`config.mk`:
```
export PLATFORM = sky130hd
export DESIGN_NAME = sigma_point_stream_tx
export DESIGN_NICKNAME = d
export VERILOG_FILES = /design/src/rtl/sigma_point_stream_tx.sv
export SDC_FILE = /design/constraint.sdc
export NUM_CORES = 2
export LEC_CHECK = 0
export ABC_AREA = 1
export CAP_MARGIN = 25
export CORE_AREA = 2 2 450 452
export CTS_BUF_LIST = sky130_fd_sc_hd__clkbuf_8
export DETAILED_ROUTE_END_ITERATION = 10
export DIE_AREA = 0 0 452 454
export HOLD_SLACK_MARGIN = 0.02
export PLACE_DENSITY = 0.57
export SYNTH_ARGS = -nofsm -noshare
export SYNTH_HDL_FRONTEND = slang
export SYNTH_SLANG_ARGS = --single-unit
```
`constraint.sdc`:
```
create_clock -name clk -period 30 [get_ports clk]
set_input_delay 4.5 -clock clk [delete_from_list [all_inputs] [get_ports clk]]
set_output_delay 4.5 -clock clk [all_outputs]
set_load 0.005 [all_outputs]
```
`src/rtl/sigma_point_stream_tx.sv`:
```
// UKF sigma-point transmitter: latches mean and scaled sqrt covariance, streams 2N+1 (weight, point) pairs.
// Optional build macro SIGMA_POINT_SAT_EN: saturating element add/sub instead of wrap-around.
module sigma_point_stream_tx #(
  parameter int          DIM_SIGMA = 5,
  parameter logic [31:0] W0        = 32'h0000_92FA,
  parameter logic [31:0] WI        = 32'h0000_0AE7,
  parameter int          IDX_W     = 4
) (
  input  logic                                 clk,
  input  logic                                 rst_n,
  input  logic                                 start,
  input  logic [32*DIM_SIGMA-1:0]              x_mean,
  input  logic [32*DIM_SIGMA*DIM_SIGMA-1:0]    sqrt_p,
  output logic                                 sp_valid,
  input  logic                                 sp_ready,
  output logic [32*DIM_SIGMA-1:0]              sp_data,
  output logic [31:0]                          sp_weight,
  output logic [IDX_W-1:0]                     sp_index,
  output logic                                 sp_last,
  output logic                                 busy,
  output logic                                 done
);

  localparam int DATA_W = 32;
  localparam logic [IDX_W-1:0] LAST_IDX  = IDX_W'(2 * DIM_SIGMA);
  localparam logic [IDX_W-1:0] FIRST_SUB = IDX_W'(DIM_SIGMA + 1);

  typedef enum logic {IDLE, EMIT} state_t;
  state_t state;

  logic signed [DATA_W-1:0] mean_p0 [DIM_SIGMA];
  logic signed [DATA_W-1:0] col_p0  [DIM_SIGMA][DIM_SIGMA];

  logic [IDX_W-1:0]           nxt_idx;
  logic                       nxt_sub;
  logic signed [DATA_W-1:0]   col_sel [DIM_SIGMA];
  logic [DATA_W*DIM_SIGMA-1:0] nxt_data;

`ifdef SIGMA_POINT_SAT_EN
  localparam logic signed [DATA_W-1:0] SAT_MAX = 32'sh7FFF_FFFF;
  localparam logic signed [DATA_W-1:0] SAT_MIN = 32'sh8000_0000;
`endif

  function automatic logic signed [DATA_W-1:0] add_sat(input logic signed [DATA_W-1:0] a,
                                                       input logic signed [DATA_W-1:0] b);
    logic signed [DATA_W-1:0] s;
    s = a + b;
`ifdef SIGMA_POINT_SAT_EN
    if ((a[DATA_W-1] == b[DATA_W-1]) && (s[DATA_W-1] != a[DATA_W-1]))
      s = a[DATA_W-1] ? SAT_MIN : SAT_MAX;
`endif
    return s;
  endfunction

  function automatic logic signed [DATA_W-1:0] sub_sat(input logic signed [DATA_W-1:0] a,
                                                       input logic signed [DATA_W-1:0] b);
    logic signed [DATA_W-1:0] d;
    d = a - b;
`ifdef SIGMA_POINT_SAT_EN
    if ((a[DATA_W-1] != b[DATA_W-1]) && (d[DATA_W-1] != a[DATA_W-1]))
      d = a[DATA_W-1] ? SAT_MIN : SAT_MAX;
`endif
    return d;
  endfunction

  // Stage p0: operand latch, data only
  always_ff @(posedge clk) begin
    if (state == IDLE && start) begin
      for (int i = 0; i < DIM_SIGMA; i++) begin
        mean_p0[i] <= x_mean[DATA_W*i +: DATA_W];
        for (int j = 0; j < DIM_SIGMA; j++)
          col_p0[j][i] <= sqrt_p[DATA_W*(j*DIM_SIGMA+i) +: DATA_W];
      end
    end
  end

  // Points 1..N add column k-1, points N+1..2N subtract column k-N-1
  always_comb begin
    nxt_idx = sp_index + IDX_W'(1);
    nxt_sub = (nxt_idx >= FIRST_SUB);
    nxt_data = '0;
    for (int i = 0; i < DIM_SIGMA; i++)
      col_sel[i] = '0;
    for (int j = 0; j < DIM_SIGMA; j++) begin
      if ((!nxt_sub && nxt_idx == IDX_W'(j + 1)) ||
          ( nxt_sub && nxt_idx == IDX_W'(j + DIM_SIGMA + 1))) begin
        for (int i = 0; i < DIM_SIGMA; i++)
          col_sel[i] = col_p0[j][i];
      end
    end
    for (int i = 0; i < DIM_SIGMA; i++)
      nxt_data[DATA_W*i +: DATA_W] = nxt_sub ? sub_sat(mean_p0[i], col_sel[i])
                                             : add_sat(mean_p0[i], col_sel[i]);
  end

  // Stage p1: registered stream outputs and control FSM
  always_ff @(posedge clk) begin
    if (!rst_n) begin
      state     <= IDLE;
      sp_valid  <= 1'b0;
      sp_last   <= 1'b0;
      busy      <= 1'b0;
      done      <= 1'b0;
      sp_data   <= '0;
      sp_weight <= '0;
      sp_index  <= '0;
    end else begin
      case (state)
        IDLE: begin
          done <= 1'b0;
          if (start) begin
            sp_valid  <= 1'b1;
            sp_index  <= '0;
            sp_data   <= x_mean;
            sp_weight <= W0;
            sp_last   <= 1'b0;
            busy      <= 1'b1;
            state     <= EMIT;
          end
        end
        EMIT: begin
          done <= 1'b0;
          if (sp_valid && sp_ready) begin
            if (sp_last) begin
              sp_valid <= 1'b0;
              sp_last  <= 1'b0;
              busy     <= 1'b0;
              done     <= 1'b1;
              state    <= IDLE;
            end else begin
              sp_index  <= nxt_idx;
              sp_data   <= nxt_data;
              sp_weight <= WI;
              sp_last   <= (nxt_idx == LAST_IDX);
            end
          end
        end
        default: state <= IDLE;
      endcase
    end
  end

endmodule

```
# After elaboration in Yosys (flattened, before gate mapping)

Memory sizes are Yosys's and may differ from the RTL's.
Index checks and enable logic that the tools add are counted.

Register bits: 200
Latch bits: 0
Bits in writable memories: 960
ROM bits: 0
Bits of input ports: 964
Memories: 2

Add/sub/neg operators: 11
$mul: 0
Div/mod/pow operators: 0
Order comparisons: 1
Equality and inequality tests: 14
Shifts and indexed selects: 0
Multiplexer cells: 39
Bitwise logic cells: 1
Reductions and logical operators: 21

Memories:

| memory  | words | bits a word | rd ports | clocked after memory_dff | write ports | line | RTL |
|---|---|---|---|---|---|---|---|
| col_p0  | 5     | 160         | 5        | 0                        | 5           | 32   | `logic signed [DATA_W-1:0] col_p0 [DIM_SIGMA][DIM_SIGMA];` |
| mean_p0 | 5     | 32          | 5        | 0                        | 5           | 31   | `logic signed [DATA_W-1:0] mean_p0 [DIM_SIGMA];` |

Operators by type and width:

| kind                  | count |
|---|---|
| $mux W160             | 8 |
| $pmux W160 S2         | 1 |
| $mux W32              | 8 |
| $add A32 B32 Y32      | 5 |
| $sub A32 B32 Y32      | 5 |
| $pmux W32 S2          | 1 |
| $eq A4 B3 Y1 const B  | 4 |
| $mux W1               | 13 |
| $eq A4 B4 Y1 const B  | 3 |
| $logic_and A1 B1 Y1   | 12 |
| $mux W4               | 3 |
| $eq A4 B2 Y1 const B  | 2 |
| $pmux W1 S2           | 4 |
| $pmux W4 S2           | 1 |
| $ne A2 B2 Y1 const B  | 3 |
| $reduce_and A3 Y1     | 2 |
| $logic_or A1 B1 Y1    | 5 |
| $add A4 B1 Y4 const B | 1 |
| $eq A4 B1 Y1 const B  | 1 |
| $ge A4 B3 Y1 const B  | 1 |
| $ne A2 B1 Y1 const B  | 1 |
| $reduce_and A2 Y1     | 1 |
| $logic_not A1 Y1      | 1 |
| $not A1 Y1            | 1 |

# Depth between registers and ports, before layout

Word-level depth: 15
Mapped depth: 43

# Worst setup path before layout

No wires, ideal clock.

Path kind: input port to flip-flop
From: in start
To: mem col_p0[0][0] (netlist name) (enable)
Arrival: 30.976 ns
Data required time: 28.300 ns
Slack: -2.676 ns
Stages: 4
Cell sequence: nand2_1 inv_2 buf_1 clkbuf_1

RTL lines:

| what        | line | RTL |
|---|---|---|
| from (decl) | 11   | `input logic start,` |
| to (decl)   | 32   |  |

# Worst setup path in the final report

From: reg sp_index[0]
To: reg sp_data[121]

Word-level cells in the longest chain between the ends: 15
Elaborated cells on any way between the ends: 39
Those cells by class: add/sub: 3; order compare: 1; eq/ne: 10; mux: 9; reduce/logical: 16

RTL lines:

| what                                                        | line   | RTL |
|---|---|---|
| from (decl)                                                 | 18     | `output logic [IDX_W-1:0] sp_index,` |
| from (signal assigned)                                      | 131    | `sp_index <= nxt_idx;` |
| $add A4 B1 Y4 (*)                                           | 79     | `nxt_idx = sp_index + IDX_W'(1);` |
| $ge A4 B3 Y1                                                | 80     | `nxt_sub = (nxt_idx >= FIRST_SUB);` |
| $logic_not A1 Y1                                            | 85     | `if ((!nxt_sub && nxt_idx == IDX_W'(j + 1)) \|\|` |
| $logic_and A1 B1 Y1                                         | 85     |  |
| $logic_or A1 B1 Y1                                          | 85     |  |
| $mux W160 (5 in a row)                                      | 85     |  |
| $add A32 B32 Y32 / $sub A32 B32 Y32 (equally long branches) | 47, 58 |  |
| $mux W32 (*)                                                | 92     | `nxt_data[DATA_W*i +: DATA_W] = nxt_sub ? sub_sat(mean_p0[i], col_sel[i])` |
| $mux W160 (*)                                               | 124    | `if (sp_last) begin` |
| $mux W160 (*)                                               | 123    | `if (sp_valid && sp_ready) begin` |
| $pmux W160 S2 (*)                                           | 108    | `case (state)` |
| to (signal assigned)                                        | 114    | `sp_data <= x_mean;` |
| to (signal assigned)                                        | 132    | `sp_data <= nxt_data;` |
| to (decl)                                                   | 16     | `output logic [32*DIM_SIGMA-1:0] sp_data,` |

Every way passes the cells marked *; elsewhere a longest branch is shown, timed or not. The select of a mux whose other input is x is not followed.
A chain may end at the register's enable or synchronous reset.

==> results.sh <==
export IMPL_pwr_share_comb_pct=17.6
export IMPL_cts_root_buffer="clkbuf_8"
export IMPL_clk_latency_ps=1030
export IMPL_slew_limit_headroom_pct=24.7
export IMPL_r2r_start="sp_index[0]"
export IMPL_dp_cells=9497
export IMPL_grt_pass1_wl_microns=357000
export IMPL_setup_viol=0
export IMPL_endpoint_kind="register"
export IMPL_leakagePower_uw=0.0286
export IMPL_pin_count=1164
export IMPL_clkPwrFrac_pct=36.9
export IMPL_synth_xor_area_share_pct=2.96
export IMPL_nets=8164
export IMPL_worst_pin_slew_ps=1130
export IMPL_fin_area_sq_mm=0.0743
export IMPL_ff2ff_path_depth=34
export IMPL_num_rows=165
export IMPL_arrival_ps=9470
export IMPL_yosys_area_share_simple_pct=21.5
export IMPL_p_seq_share_pct=45.5
export IMPL_fin_cells=9945
export IMPL_timing_fmax_mhz=116
export IMPL_p_int_uw=2860
export IMPL_io_buffers=1143
export IMPL_cts_buffers_inserted=202
export IMPL_post_cts_setup_buffer_count=0
export IMPL_cp_max_fo=76
export IMPL_synth_most_common_cell="nand2_1"
export IMPL_fp_dieH_microns=454
export IMPL_grt_use_total_pct=25.0
export IMPL_path_class="register to register"
export IMPL_drv_cap=0
export IMPL_gp_routability_congestion=0.970
export IMPL_run_status="finished, final reports clean"
export IMPL_dr_pass1_iters=6
export IMPL_ys_seq_area_share_pct=57.4
export IMPL_place_area_sq_mm=0.0700
export IMPL_period_share_pct=28.7
export IMPL_vias=48900
export IMPL_p_per_area_mw_per_mm2=54.7
export IMPL_drt_antenna_violating_nets=0
export IMPL_drtIter0Drc=4884
export IMPL_wl_microns=267000
export IMPL_synthesis_area_sq_mm=0.0562
export IMPL_cts_hold_buf=0
export IMPL_syn_avg_cell_area_sq_um=9.55
export IMPL_rsz0062_at_grt="no"
export IMPL_crit_top_cell="nand2_1"
export IMPL_syn_inst=5887
export IMPL_antenna_found_initial=120
export IMPL_reg2reg_slack_ps=21390
export IMPL_synth_fa_ha_area_share_pct=3.83
export IMPL_synth_edff_count=960
export IMPL_overflow=0
export IMPL_dp_hpwl_microns=211000
export IMPL_vias_per_cell=4.92
export IMPL_ys_seq_elements=1131
export IMPL_htree_num_levels=4
export IMPL_synthFlopType="edfxtp_1"
export IMPL_min_from="sp_data[64]"
export IMPL_slew_viol_final=0
export IMPL_synthToLayoutAreaGrowth_pct=32.2
export IMPL_path_clk_slew_ps=60
export IMPL_p_sw_uw=1200
export IMPL_yosys_cell_types_count=55
export IMPL_critical_path_buf_inv_count=8
export IMPL_chipWidth_microns=452
export IMPL_drive_above_1_share_pct=7.65
export IMPL_r2r_end="sp_data[121]"
export IMPL_drc=0
export IMPL_synth_commonest_cells="nand2_1, edfxtp_1, nor2_1, a21oi_1, nand3_1"
export IMPL_wl_per_cell_microns=26.8
export IMPL_slowest_stage="buf_4"
export IMPL_hold_class="register to register"
export IMPL_post_cts_resized=0
export IMPL_synth_top_area_share_pct=51.3
export IMPL_cp_top_family="simple AND/OR/NAND/NOR gates"
export IMPL_synth_compound_area_share_pct=9.42
export IMPL_synth_mux_area_share_pct=0
export IMPL_core_sq_mm=0.201
export IMPL_required_ps=30860
export IMPL_synth_top_area_cell="edfxtp_1"
export IMPL_yosys_top_cells_area="edfxtp_1, nand2_1, dfxtp_1"
export IMPL_async_reset_ff_share_pct=0
export IMPL_cp_start_kind="register"
export IMPL_cpPeakStageDelay_ps=720
export IMPL_tritoncts="yes"
export IMPL_yosysWarnings=0
export IMPL_fin_tns_setup_ps=0
export IMPL_grt_pass1_vias=46600
export IMPL_die_area_sq_mm=0.205
export IMPL_grt_max_degree=191
export IMPL_min_to="sp_data[64]"
export IMPL_cts_buffer_depth=3
export IMPL_vdd_drop_max_mv=0.0395
export IMPL_start_util_pct=28.0
export IMPL_hold_viol_final=0
export IMPL_hold_depth=2
export IMPL_synth_top_family_by_area="simple AND/OR/NAND/NOR gates"
export IMPL_clock_skew_ps=58.7
export IMPL_finalCriticalPeriod_ps=8610
export IMPL_swShare_pct=29.5
export IMPL_cts_sinks=1131
-- sequential cells by signal (all words and copies together), names as in the netlist --
name       count
sp_weight      3
sp_index       4
sp_last        1
busy           1
sp_data      160
state          1
mean_p0      160
done           1
col_p0       800
-- power groups by stage --
stage          sequential (uW)  clock [uW]  combinational (uW)
6_report                  1850        1500                 715
5_1_grt                   1850        1600                 774
4_1_cts                   1850        1540                 713
3_5_place_dp              1880           0                 709
3_3_place_gp              1880           0                 707
2_1_floorplan             1910           0                 337
-- worst reg2reg max path: cells and delay by family, from the launching register on --
family	cells	cell delay (ps)
adder cells (fa/ha/maj)	1	360
AND/OR/NAND/NOR	20	3610
flip-flops	1	470
buffers and inverters	8	3130
AO/OA/AOI/OAI	4	680
XOR/XNOR	1	220
-- per-layer routing --
| metal | global-route usage (%) | vias to the layer above | wire length, microns |
|---|---|---|---|
| met5 | 0 | - | 148 |
| li1 | - | 22600 | - |
| met4 | 12.6 | 22 | 13400 |
| met1 | 32.4 | 23500 | 111000 |
| met3 | 4.71 | 498 | 18700 |
| met2 | 39.9 | 2271 | 123000 |
-- area by class of cell --
type / instances / area, sq um
clock inverters: 153 / 1040
clock buffers: 220 / 3030
inverters: 316 / 1220
well taps: 2672 / 3340
fillers: 20300 / 127000
flip-flops and latches: 1131 / 32300
repair buffers: 1196 / 11900
diodes: 73 / 183
multi-input cells: 4184 / 21300
-- worst max path at each step --
stage,from,end,slack (ps),cells past startpoint
after global placement,start,col_p0[0][296],20520,7
final,sp_index[0],sp_data[121],21390,34
after CTS,sp_index[0],sp_data[121],21500,34
after detailed placement,start,col_p0[0][462],20480,7
after global routing,sp_index[0],sp_data[121],20650,34
after floorplan,start,col_p0[0][0],12110,4
-- per-stage QoR --
step	power (uW)	setup slack [ps]	hold slack, ps	utilization, %
after floorplan	2250	12110	462	-
after global placement	2580	20520	455	34.8
after detailed placement	2590	20480	465	34.8
after CTS	4100	21500	478	36.9
after global routing	4220	20650	497	37.0
final	4060	21390	476	37.0
-- cell families after synthesis --
kind of cell             Yosys count
AO/OA/AOI/OAI                    944
XOR/XNOR                         190
adder cells (fa/ha/maj)          169
buffers and inverters            591
flip-flops                      1131
other                              1
AND/OR/NAND/NOR                 2861
-- cells in the final DEF (no fill, tap or decap), types with 35 or more instances in the layout --
cell	n
diode_2	73
o21ai_0	183
o21ai_1	48
clkdlybuf4s50_1	1143
nand4_1	35
ha_1	164
a31oi_1	157
clkinv_1	51
a21oi_1	444
xor2_1	94
clkbuf_8	220
nor2_1	523
inv_1	347
xnor2_1	96
dfxtp_1	171
nand3_1	442
or2_2	122
nor3_1	35
buf_4	48
edfxtp_1	960
nand2_1	1610
(Power assumes the default switching activity.)
